===== src/rtl/nibble_add_sequencer.sv =====
// nibble_add_sequencer
//
// Multi-cycle add/subtract controller that time-shares a single 4-bit
// combinational parallel_adder. Wide operands are processed one nibble per
// clock, least-significant nibble first, with the carry registered between
// nibbles. Subtraction is A + ~B + 1: B is inverted when latched and the
// initial carry-in is set to 1.
//
// Ports
//   clk       rising-edge clock
//   rst       synchronous, active-high reset (priority over everything)
//   start     request, accepted only while idle
//   sub       0 = A+B, 1 = A-B, sampled with start
//   op_a      operand A (W = 4*NIBBLES bits), sampled with start
//   op_b      operand B (W bits), sampled with start
//   busy      high while an accepted operation is running or completing
//   done      one-cycle completion pulse
//   result    sum/difference, held until the next completion
//   carry     final adder carry-out (for subtract, 1 = no borrow)
//   overflow  signed two's-complement overflow of the operation
//   dbg_state FSM state (0 = IDLE, 1 = RUN, 2 = DONE)
//
// Handshake: a request is taken on any rising edge where start=1 and the
// block is idle (busy=0). Requests while busy=1 are dropped, never queued;
// the requester must hold start (and operands) until it sees busy rise.
module nibble_add_sequencer #(
  parameter int NIBBLES = 4
) (
  input  logic                   clk,
  input  logic                   rst,
  input  logic                   start,
  input  logic                   sub,
  input  logic [4*NIBBLES-1:0]   op_a,
  input  logic [4*NIBBLES-1:0]   op_b,
  output logic                   busy,
  output logic                   done,
  output logic [4*NIBBLES-1:0]   result,
  output logic                   carry,
  output logic                   overflow,
  output logic [1:0]             dbg_state
);

  localparam int W     = 4 * NIBBLES;
  localparam int IDX_W = (NIBBLES > 1) ? $clog2(NIBBLES) : 1;
  localparam logic [IDX_W-1:0] LAST_IDX = IDX_W'(NIBBLES - 1);

  typedef enum logic [1:0] {
    ST_IDLE = 2'd0,
    ST_RUN  = 2'd1,
    ST_DONE = 2'd2
  } state_e;

  state_e           state_q, state_d;
  logic [W-1:0]     a_q, a_d;
  logic [W-1:0]     b_q, b_d;
  logic [W-1:0]     work_q, work_d;
  logic [W-1:0]     result_q, result_d;
  logic             cy_q, cy_d;
  logic             carry_q, carry_d;
  logic             ovf_q, ovf_d;
  logic [IDX_W-1:0] idx_q, idx_d;

  logic [3:0]       add_a;
  logic [3:0]       add_b;
  logic [3:0]       add_s;
  logic             add_co;

  // Nibble select feeding the shared adder. Written as a compare-per-slice
  // mux so the select width stays exactly IDX_W bits.
  always_comb begin
    add_a = '0;
    add_b = '0;
    for (int i = 0; i < NIBBLES; i++) begin
      if (idx_q == IDX_W'(i)) begin
        add_a = a_q[4*i +: 4];
        add_b = b_q[4*i +: 4];
      end
    end
  end

  parallel_adder u_adder (
    .A     (add_a),
    .B     (add_b),
    .C_in  (cy_q),
    .S     (add_s),
    .C_out (add_co)
  );

  // Next-state and datapath control.
  always_comb begin
    state_d  = state_q;
    a_d      = a_q;
    b_d      = b_q;
    work_d   = work_q;
    result_d = result_q;
    cy_d     = cy_q;
    carry_d  = carry_q;
    ovf_d    = ovf_q;
    idx_d    = idx_q;

    case (state_q)
      ST_IDLE: begin
        if (start) begin
          a_d     = op_a;
          b_d     = sub ? ~op_b : op_b;
          cy_d    = sub;           // the +1 of A + ~B + 1
          idx_d   = '0;
          state_d = ST_RUN;
        end
      end

      ST_RUN: begin
        for (int i = 0; i < NIBBLES; i++) begin
          if (idx_q == IDX_W'(i)) begin
            work_d[4*i +: 4] = add_s;
          end
        end
        cy_d = add_co;
        if (idx_q == LAST_IDX) begin
          // work_d already holds the current top-nibble sum here.
          // idx wraps to 0 so it never points past the operand for
          // non-power-of-two NIBBLES; it is reloaded on the next start.
          idx_d    = '0;
          state_d  = ST_DONE;
          result_d = work_d;
          carry_d  = add_co;
          // b_q is already inverted for subtract, so one rule covers both.
          ovf_d    = (a_q[W-1] == b_q[W-1]) && (add_s[3] != a_q[W-1]);
        end else begin
          idx_d = idx_q + IDX_W'(1);
        end
      end

      ST_DONE: begin
        state_d = ST_IDLE;
      end

      default: begin
        state_d = ST_IDLE;
      end
    endcase
  end

  always_ff @(posedge clk) begin
    if (rst) begin
      state_q  <= ST_IDLE;
      a_q      <= '0;
      b_q      <= '0;
      work_q   <= '0;
      result_q <= '0;
      cy_q     <= 1'b0;
      carry_q  <= 1'b0;
      ovf_q    <= 1'b0;
      idx_q    <= '0;
    end else begin
      state_q  <= state_d;
      a_q      <= a_d;
      b_q      <= b_d;
      work_q   <= work_d;
      result_q <= result_d;
      cy_q     <= cy_d;
      carry_q  <= carry_d;
      ovf_q    <= ovf_d;
      idx_q    <= idx_d;
    end
  end

  // All outputs decode registered state only.
  assign busy      = (state_q == ST_RUN) || (state_q == ST_DONE);
  assign done      = (state_q == ST_DONE);
  assign result    = result_q;
  assign carry     = carry_q;
  assign overflow  = ovf_q;
  assign dbg_state = state_q;

endmodule

// parallel_adder
//
// 4-bit combinational ripple adder shared by the sequencer.
//   A, B   4-bit addends
//   C_in   carry in
//   S      4-bit sum
//   C_out  carry out
module parallel_adder (
  input  logic [3:0] A,
  input  logic [3:0] B,
  input  logic       C_in,
  output logic [3:0] S,
  output logic       C_out
);

  assign {C_out, S} = {1'b0, A} + {1'b0, B} + {4'b0000, C_in};

endmodule


===== config.mk =====
export PLATFORM = sky130hd
export DESIGN_NAME = nibble_add_sequencer
export DESIGN_NICKNAME = d
export VERILOG_FILES = /design/src/rtl/nibble_add_sequencer.sv
export SDC_FILE = /design/constraint.sdc
export NUM_CORES = 1
export LEC_CHECK = 0
export CAP_MARGIN = 20
export CORE_MARGIN = 5
export CORE_UTILIZATION = 35
export DETAILED_ROUTE_END_ITERATION = 6
export SLEW_MARGIN = 20
export SYNTH_ARGS = -nofsm -noshare
export SYNTH_HDL_FRONTEND = slang
export SYNTH_SLANG_ARGS = --single-unit
export TNS_END_PERCENT = 5

===== constraint.sdc =====
create_clock -name clk -period 5.2 [get_ports clk]
set_clock_uncertainty 0.2 [all_clocks]
set_input_delay 0.78 -clock clk [delete_from_list [all_inputs] [get_ports clk]]
set_output_delay 0.78 -clock clk [all_outputs]
set_load 0.02 [all_outputs]

==> summary.txt <==
status: complete, no violations
first-pass GRT wire length: 11,900 um
I/O Buffers: 57
Final Wtd Congestion: 0.777
die width: 105 um
post-synthesis cell count: 387
Max Root-Sink Buffers: 2
Pins Over Slew Limit: 0
post_cts resized: 0
cell count after placement: 522
max-cap viol count: 0
Synth cell types: 32
WL/cell: 13.4 um
fraction of layout cells with a size suffix above 1: 4.65%
Total Wirelength: 7200 um
Setup WS post-layout: 1.51 ns
Area contributors post-synth: dfxtp_1, a21oi_1, nand2_1, a211oi_1, xnor2_1
Clock Latency Late Sink: 0.36 ns
Final Hold Viols: 0
met3 wire len: 271 um
Post-Layout Cell Count: 538
Startpoint Class: flop
number of synthesized flops with an enable pin: 0
antenna violations before repair: 0
Max Used Layer: met4
Avg Cell Area, Syn: 8.16 um^2
FP Rows: 34
Worst Tran Pin Value: 0.922 ns
pre-CTS setup slack: 1.55 ns
YS warnings: 0
Yosys reg bits: 67
grt total ovfl: 0
Fmax: 271 MHz
cts hold-fix bufs: 0
Die Height: 105 um
Worst Setup End Kind: flop
Layout area overhead: 25.8%
Metal-1 WL: 3410 um
post-DR vias/cell: 4.98
post-route minimum period: 3.69 ns
Power per Cell Area: 314 nW/um^2
core area: 8760 um^2
R2R Setup Slk: 1.51 ns
Total Neg Setup Slack: 0 ns
vias: 2,677
CP Class: reg -> reg
number of post-CTS setup repair buffers: 0
RSZ-0062 raised after global routing: false
Synth Flop Type: dfxtp_1
number of global-route vias before repair: 2,552
full die area: 11,000 um^2
Final #Nets: 473
TritonCTS Buffers: 9
asr flop ratio synth: 0%
met2 WL post-DR: 3430 um
WP data arrival: 3.70 ns
syn_nets: 435
CTS clk-pin slew, worst paths: 0.07 ns
Routed Antenna Nets: 0
DRC errors left: 0
Mapped Area: 3160 um^2
Worst Path Max Fanout: 25
total track usage: 13.1%
initial core utilization: 36.0%
ANT cells: 0
# IOs: 58
Req. time, crit path: 5.21 ns
Sink Count: 67
Rel. slew slack: 38.3%
Peak VDD IR: 140 uV
Hold Path Class: reg -> reg
drt pass-1 iters: 7
first-iteration detailed-routing DRC count: 69
P_leak: 0.00139 uW
cell with the most instances after synthesis: nand2_1
root buffer cell: clkbuf_8
top-area cell type share of the netlist area: 42.5%
endpoints failing setup: 0
CTS H-Tree Depth: 3
largest net degree at the start of global routing: 72
sequential share of the synthesized area: 42.5%
largest area contributor in the netlist: dfxtp_1
Post-synth top cells: nand2_1, dfxtp_1, a21oi_1, nor2_1, a211oi_1
CTS tree: yes
fin crit share: 71.0%
Post-DP HPWL: 4900 um
[placed cells by master (no fill, tap or decap), types with 4 or more instances in the layout]
cell,Yosys,routed
a211oi_1,30,30
mux2i_1,5,5
clkdlybuf4s50_1,0,56
o21ai_0,9,9
o211ai_1,4,4
a21oi_1,56,56
nor2_1,35,35
dfxtp_1,67,67
nand2_1,68,68
nand3b_1,11,11
inv_1,8,8
o31ai_1,4,4
and2_1,5,5
clkbuf_8,0,11
ha_1,10,10
xnor2_1,17,17
[registers in the layout, indices dropped and copies added, names as in the netlist]
register and cells:
cy_q 1, dbg_state 2, work_q 12, b_q 16, carry 1, a_q 16, overflow 1, result 16
idx_q 2
[path summary, 6_finish.rpt]
path / startpoint / endpoint / cells after the start
worst min-delay path: result[0] / result[0] / 2
worst max register to register: idx_q[0] / result[10] / 12
worst max-delay path: idx_q[0] / result[10] / 12
worst min register to register: result[0] / result[0] / 2
[logic make-up (layout without fill, tap and decap cells)]
group                      after synthesis  in the layout  synth area share [%]
AOI/OAI and AO/OA                      110            110                  21.3
xor gates and xnor gates                17             17                  4.71
and+or+nand+nor                        136            136                  19.6
buffers and inverters                   40             83                  5.07
muxes                                    5              5                  1.58
DFF                                     67             67                  42.5
adders and majority gates               12             12                  5.23
[worst max-delay path, cell delays in order, from the launching register on]
cell and delay, ns:
dfxtp_1 0.40, ha_1 0.71, and3b_1 0.26, a21oi_1 0.10
o21ai_0 0.09, mux2i_1 0.22, fa_1 0.24, inv_1 0.06
fa_1 0.39, xnor2_1 0.49, a211oi_1 0.16, a21oi_1 0.17
nor2_1 0.06
[final cells by class]
type	count	area, um^2
Fill cell	912	4790
Multi-Input combinational cell	280	1660
Timing Repair Buffer	59	581
Inverter	8	30.0
Tap cell	108	135
Clock inverter	4	72.6
Clock buffer	12	155
Sequential cell	67	1340
[metal layers]
metal  global-route usage [%]  vias up
li1                         -     1397
met1                     16.5     1213
met2                     21.2       58
met3                     4.38        9
met4                     3.93        0
met5                        0        -
[where the power goes]
group | internal (uW) | switching, uW
sequential | 540 | 15.7
clock | 296 | 200
combinational | 85.0 | 110
[per-stage QoR]
step / utilization, % / hold slack, ns / power (uW) / cell area, um^2
after floorplan: - / 0.232 / 698 / 3160
after global placement: 42.7 / 0.239 / 759 / 3740
after detailed placement: 42.7 / 0.247 / 763 / 3740
after CTS: 45.3 / 0.256 / 1260 / 3970
after global routing: 45.3 / 0.283 / 1300 / 3970
final: 45.3 / 0.253 / 1250 / 3970
Note: power is estimated with default switching activity, not from simulation.
==> edit 1: new RTL, same settings <==
Register the inputs `start`, `sub`, `op_a` and `op_b` before use, cleared by the reset. The logic sees them one clock later.
--- a/src/rtl/nibble_add_sequencer.sv
+++ b/src/rtl/nibble_add_sequencer.sv
@@ -50,6 +50,25 @@
     ST_DONE = 2'd2
   } state_e;
 
+  logic start_q;
+  logic sub_q;
+  logic [4*NIBBLES-1:0] op_a_q;
+  logic [4*NIBBLES-1:0] op_b_q;
+
+  always_ff @(posedge clk) begin
+    if (rst) begin
+      start_q <= '0;
+      sub_q   <= '0;
+      op_a_q  <= '0;
+      op_b_q  <= '0;
+    end else begin
+      start_q <= start;
+      sub_q   <= sub;
+      op_a_q  <= op_a;
+      op_b_q  <= op_b;
+    end
+  end
+
   state_e           state_q, state_d;
   logic [W-1:0]     a_q, a_d;
   logic [W-1:0]     b_q, b_d;
@@ -100,10 +119,10 @@
 
     case (state_q)
       ST_IDLE: begin
-        if (start) begin
-          a_d     = op_a;
-          b_d     = sub ? ~op_b : op_b;
-          cy_d    = sub;           // the +1 of A + ~B + 1
+        if (start_q) begin
+          a_d     = op_a_q;
+          b_d     = sub_q ? ~op_b_q : op_b_q;
+          cy_d    = sub_q;           // the +1 of A + ~B + 1
           idx_d   = '0;
           state_d = ST_RUN;
         end
Behaviour: not the same (Yosys sat finds a counterexample within 4 cycles, from zero or initial values and one cycle with rst high).
==> edit 1 against the original RTL <==
Worst setup slack improved by 24 ps. Area after synthesis is 29% higher. Non-clock buffer count unchanged. Cell area rose by 26%. Total power increased by 32%. Worst hold slack lost 18 ps. Sequential cell count up 34. Routed wire length up 14%. Critical endpoint is now result[2]. Largest cell class is now registers. Largest power group unchanged. Highest routed layer unchanged.
==> edit 1: results (changes against the original RTL) <==
The fraction of area in registers came out at 0.404 (+0.0667). The amount of wire on met2 after detailed routing is 3940 um (+15%). The first-pass GRT wire length came out at 14100 um (+18%). The endpoint identified for the worst register-to-register timing path is result[2].

The detailed-routing iteration count for the pre-antenna-repair pass came out at 4 (-3). The source-to-sink clock delay at the later pin of the worst-skew pair came to 340 ps (-20 ps). The shortest clock period the worst path allows after layout came out at 3670 ps (-23.8 ps). The peak ir drop on the vdd network came to 0.000186 V (+33%). The total of clock buffers placed in the layout was 9 (-3). The global routing usage summed across all routing layers came out at 0.122 (-0.00923).

The count of multi-input gates is 317 (+13%). The pin count of the biggest net entering global routing is 66 (-8.3%). In this run the most critical hold path is launched from op_a_q[1]. CTS placed an instance of clkbuf_16 at the clock tree root.

The count of vias placed by the detailed router is 3080 (+15%). The number of tap cells inserted came out at 143 (+32%). The global routing met1 resource utilization is 0.158 (-0.00691). The met1 layer wirelength in the final routing is 3870 um (+13%). The number of resized instances in the post-cts repair step was 0 (unchanged). The max-slew headroom at the worst pin was 0.381 (-0.00291). The total length of routed met3 wires came out at 307 um (+13%). Sorting the synthesized cells by area gives the leading types as dfxtp_1, a21oi_1, nand2_1. The mean number of vias per cell came to 4.78 (-3.9%). The post-CTS setup buffer count came out at 0 (unchanged).

The final HPWL from detailed placement is 5710 um (+17%). The number of global-route vias before repair is 2962 (+16%). The initial DRC count is 225 (+230%). The worst reg2reg path depth is 13 (+1). Sorting the synthesized cells by how often they occur yields dfxtp_1, nand2_1, a21oi_1, nor2_1, nor2b_1. The cell total after placement is 628 (+20%). The flow ran to the end, and the final reports show no timing, DRC or antenna violations. By startpoint and endpoint, the worst setup path is classified as flop to flop. Tracing the worst setup path back leads to its startpoint at idx_q[1]. The level count of the clock H-tree is 3 (unchanged). The non-clock buffering overhead in the final layout was 0.117 (-0.0296). The async set or reset register ratio after synthesis was 0 (unchanged). The switching component of the power is 0.395 mW (+21%).

The fraction of area in clock buffers and inverters came out at 0.0611 (+0.00372). The area used by multi-input combinational logic is 1880 sq um (+14%). The setup slack on the worst flop-to-flop path came out at 1530 ps (+20 ps). The path with the worst hold slack has its endpoint at a_q[1]. The met3 layer usage reported by global route came out at 0.0380 (-0.00581).

The total routed wirelength came out at 8200 um (+14%). The layout filler cell count is 1138 (+25%). The post-placement cell area came out at 4690 sq um (+25%). The count of sequential standard cells came out at 101 (+51%). The global placement routability congestion is 0.768 (-1.1%). The average cell area after synthesis is 8.83 sq um (+8.2%). The arrival time at the worst endpoint came out at 3690 ps (about the same). The sequential share of the synthesized area came to 0.496 (+0.0710). The met2 track demand over resource came out at 0.198 (-0.0146).

The longest individual stage delay on the worst path is 700 ps. The share of the final layout cell area in multi-input gates came to 0.376 (-0.0410). Signal routing reaches up to met4. The share of layout cells above drive strength 1 came out at 0.0419 (-0.00460). The tightest hold margin is 235 ps (-17.8 ps).

The leakage power summed over all cells is 1.73 nW (+24%).
## edit 1: cell count changes after synthesis, sizes merged
cell / change
dfxtp: +34
nor2b: +33
clkbuf: +4
nand2: +2
o21ai: +2
a211oi: +1
nand2b: -1
nor2: +1
nor3: -1
## edit 1: power groups by stage
stage                     Sequential, mW  Clock (mW)  Combinational, mW
after floorplan                    0.834           0              0.101
after global placement             0.841           0              0.143
after detailed placement           0.841           0              0.145
after CTS                          0.823       0.698              0.146
after global routing               0.826       0.729              0.162
final                              0.823       0.683              0.144
## edit 1: critical path: cells and delay by family, from the launching register on
kind                     cells  cell delay [ps]
buffers and inverters        2              170
adder cells (fa/ha/maj)      3             1340
multiplexers                 1              230
AND/OR/NAND/NOR              2              310
AO/OA/AOI/OAI                4              490
XOR/XNOR                     1              450
flip-flops                   1              340
## edit 1: logic make-up after synthesis
logic type,Yosys count,synth area share
compound gates,113,0.169
buf+inv,44,0.0432
simple gates,170,0.202
mux,5,0.0123
xor+xnor,17,0.0365
fa+ha+maj,12,0.0405
flops,101,0.496
==> edit 2: new RTL, config.mk and constraints unchanged <==
Made on the original files. Change the parameter `NIBBLES` from 4 to 16. Comments in the files are not updated.
--- a/src/rtl/nibble_add_sequencer.sv
+++ b/src/rtl/nibble_add_sequencer.sv
@@ -24,7 +24,7 @@
 // block is idle (busy=0). Requests while busy=1 are dropped, never queued;
 // the requester must hold start (and operands) until it sees busy rise.
 module nibble_add_sequencer #(
-  parameter int NIBBLES = 4
+  parameter int NIBBLES = 16
 ) (
   input  logic                   clk,
   input  logic                   rst,
Ports: changed (resized op_a, op_b and result); port bits go from 58 to 202. No check against the original RTL was run, so the function may have changed too.
==> edit 2 against the original RTL <==
Area after synthesis grew to 3.7 times the old value. Die area increased to 3.4 times the old value. Sequential power grew to 3.9 times the old value. Via count rose to 4.0 times the old value. Cell area grew to 3.7 times the old value. Routed wire length rose to 4.9 times the old value. Count of clock-buffer cells in the layout up 30. Sequential cell count up 194. Worst setup slack lost 740 ps. Total power rose to 3.9 times the old value. Critical endpoint is now overflow.
==> edit 2: results (changes against the original RTL) <==
The maximum buffer depth of the clock tree is 3 (+1). The number of standard cells in the final layout excluding fillers came out at 2063 (+280%). The number of antenna violations at the first check in global routing is 0 (unchanged). The global placement routability congestion is 0.829 (+6.8%).

The leakage power summed over all cells is 5.05 nW (+260%). The class of the tightest hold or removal check is flop to flop. The number of antenna repair diodes came to 0 (unchanged). Among cell families on the critical path, the largest total delay comes from compound AO/OA/AOI/OAI gates.

The share of layout cells above drive strength 1 came out at 0.0570 (+0.0105). The arrival time at the worst endpoint is 4610 ps (+910 ps). The count of port buffers added during placement is 201 (+250%). The total routed wirelength was 35500 um (+390%). The yosys synthesis warning count is 0 (unchanged). The switching component of the power came out at 1.23 mW (+280%). After clock tree synthesis, the clock-pin slew on the worst setup and hold paths is 60 ps.

The post-route DRC violation count came out at 0 (unchanged). The mean number of vias per cell is 5.15 (+3.4%). The level count of the clock H-tree is 1 (-2). The global routing usage summed across all routing layers is 0.179 (+0.0477). The run finished with clean final reports. The detailed-routing iteration count for the pre-antenna-repair pass was 7 (unchanged). The longest individual stage delay on the worst path came out at 680 ps (-30 ps). The pin count of the biggest net entering global routing was 125 (+74%). The sequential share of the synthesized area came out at 0.444 (+0.0195). The final HPWL from detailed placement came out at 24900 um (+410%). Ranked by total cell area, the synthesized netlist is headed by dfxtp_1, nand2_1, a21oi_1. The TritonCTS buffer count came out at 29 (+20).

The first-pass GRT wire length came out at 55400 um (+360%). The setup slack on the worst flop-to-flop path came out at 770 ps (-740 ps). The number of different library cells in the post-synthesis netlist came out at 53 (+66%). The commonest cells after synthesis are nand2_1, dfxtp_1, a21oi_1, nor2_1, a211oi_1. The post-CTS setup buffer count came out at 0 (unchanged).

The max-slew headroom at the worst pin came out at 0.293 (-0.0901). The most used flip-flop cell after synthesis is dfxtp_1. The number of nets in the final layout is 1740 (+270%). The buffer type at the clock tree root is clkbuf_16.

The number of global-route vias before repair came to 9879 (+290%). The layout filler cell count is 3426 (+280%). The source-to-sink clock delay at the later pin of the worst-skew pair was 540 ps (+180 ps). The async set or reset register ratio after synthesis came out at 0 (unchanged).

The slowest stage of the critical path is the or3_1 cell. The number of nets produced by synthesis is 1628 (+270%). The number of resized instances in the post-cts repair step is 0 (unchanged). The biggest fanout along the worst timing path is 35 (+40%). The peak ir drop on the vdd network is 0.000270 V (+93%). The initial DRC count is 790 (+1000%). The average cell area after synthesis is 7.93 sq um (-2.9%). The cell total after placement came out at 2013 (+290%).
[edit 2: cell count changes after synthesis, moves of 43 or more]
cell / change
a211oi_1: +71
a21oi_1: +148
buf_2: +43
clkbuf_1: +51
dfxtp_1: +194
nand2_1: +207
nor2_1: +110
o21ai_0: +50
[edit 2: kinds of logic after synthesis]
logic type	synth area share
AOI/OAI and AO/OA	0.232
xor gates and xnor gates	0.0484
adders and majority gates	0.0140
buffers and inverters	0.0615
DFF	0.444
muxes	0.0176
and+or+nand+nor	0.183
[edit 2: routing by layer]
metal / routed length [um] / GRT usage / share of wire / vias to the layer above
met4: 915 / 0.0435 / 0.026 / 0
met2: 16200 / 0.282 / 0.46 / 374
met3: 2540 / 0.0365 / 0.071 / 59
li1: - / - / - / 5326
met5: 0 / 0 / 0 / -
met1: 15900 / 0.252 / 0.45 / 4860
[edit 2: area by class of cell]
type	count	area, sq um	area share
Multi-Input combinational cell	1058	5840	0.393
Sequential cell	261	5230	0.352
Timing Repair Buffer	222	2180	0.147
Clock buffer	42	845	0.0568
Tap cell	448	561	0.0377
Clock inverter	8	120	0.00808
Inverter	24	90.1	0.00606
[edit 2: worst paths after layout]
path	cells past startpoint	start	endpoint
setup / recovery	14	idx_q[1]	overflow
hold / removal	2	result[3]	result[3]
setup reg to reg	14	idx_q[1]	overflow
hold reg to reg	2	result[3]	result[3]
[edit 2: worst register-to-register path: stages, from the launching register on]
cell      delay [ps]
dfxtp_1          350
inv_1            100
ha_2             610
buf_4            380
a21o_1           150
a31oi_1           40
o32ai_1          290
a22oi_1          120
o21ai_1          250
ha_1             270
nor2b_1          130
o21a_1           190
or3_1            680
a221oi_1         410
nor4_1           100
[edit 2: power groups by stage]
stage	clock, mW	combinational, mW	sequential (mW)
final	2.07	0.613	2.15
after global routing	2.19	0.674	2.16
after CTS	2.11	0.613	2.15
after detailed placement	0	0.613	2.20
after global placement	0	0.605	2.20
after floorplan	0	0.381	2.17
[edit 2: metrics by stage]
stage	worst slack, ps	hold slack (ps)	total power, mW	utilization	instance area [sq um]
6_report	765	249	4.84	0.446	14900
5_1_grt	401	268	5.03	0.446	14900
3_3_place_gp	936	237	2.80	0.417	13900
3_5_place_dp	808	246	2.81	0.417	13900
2_1_floorplan	1420	228	2.55	-	11800
4_1_cts	798	253	4.88	0.446	14900
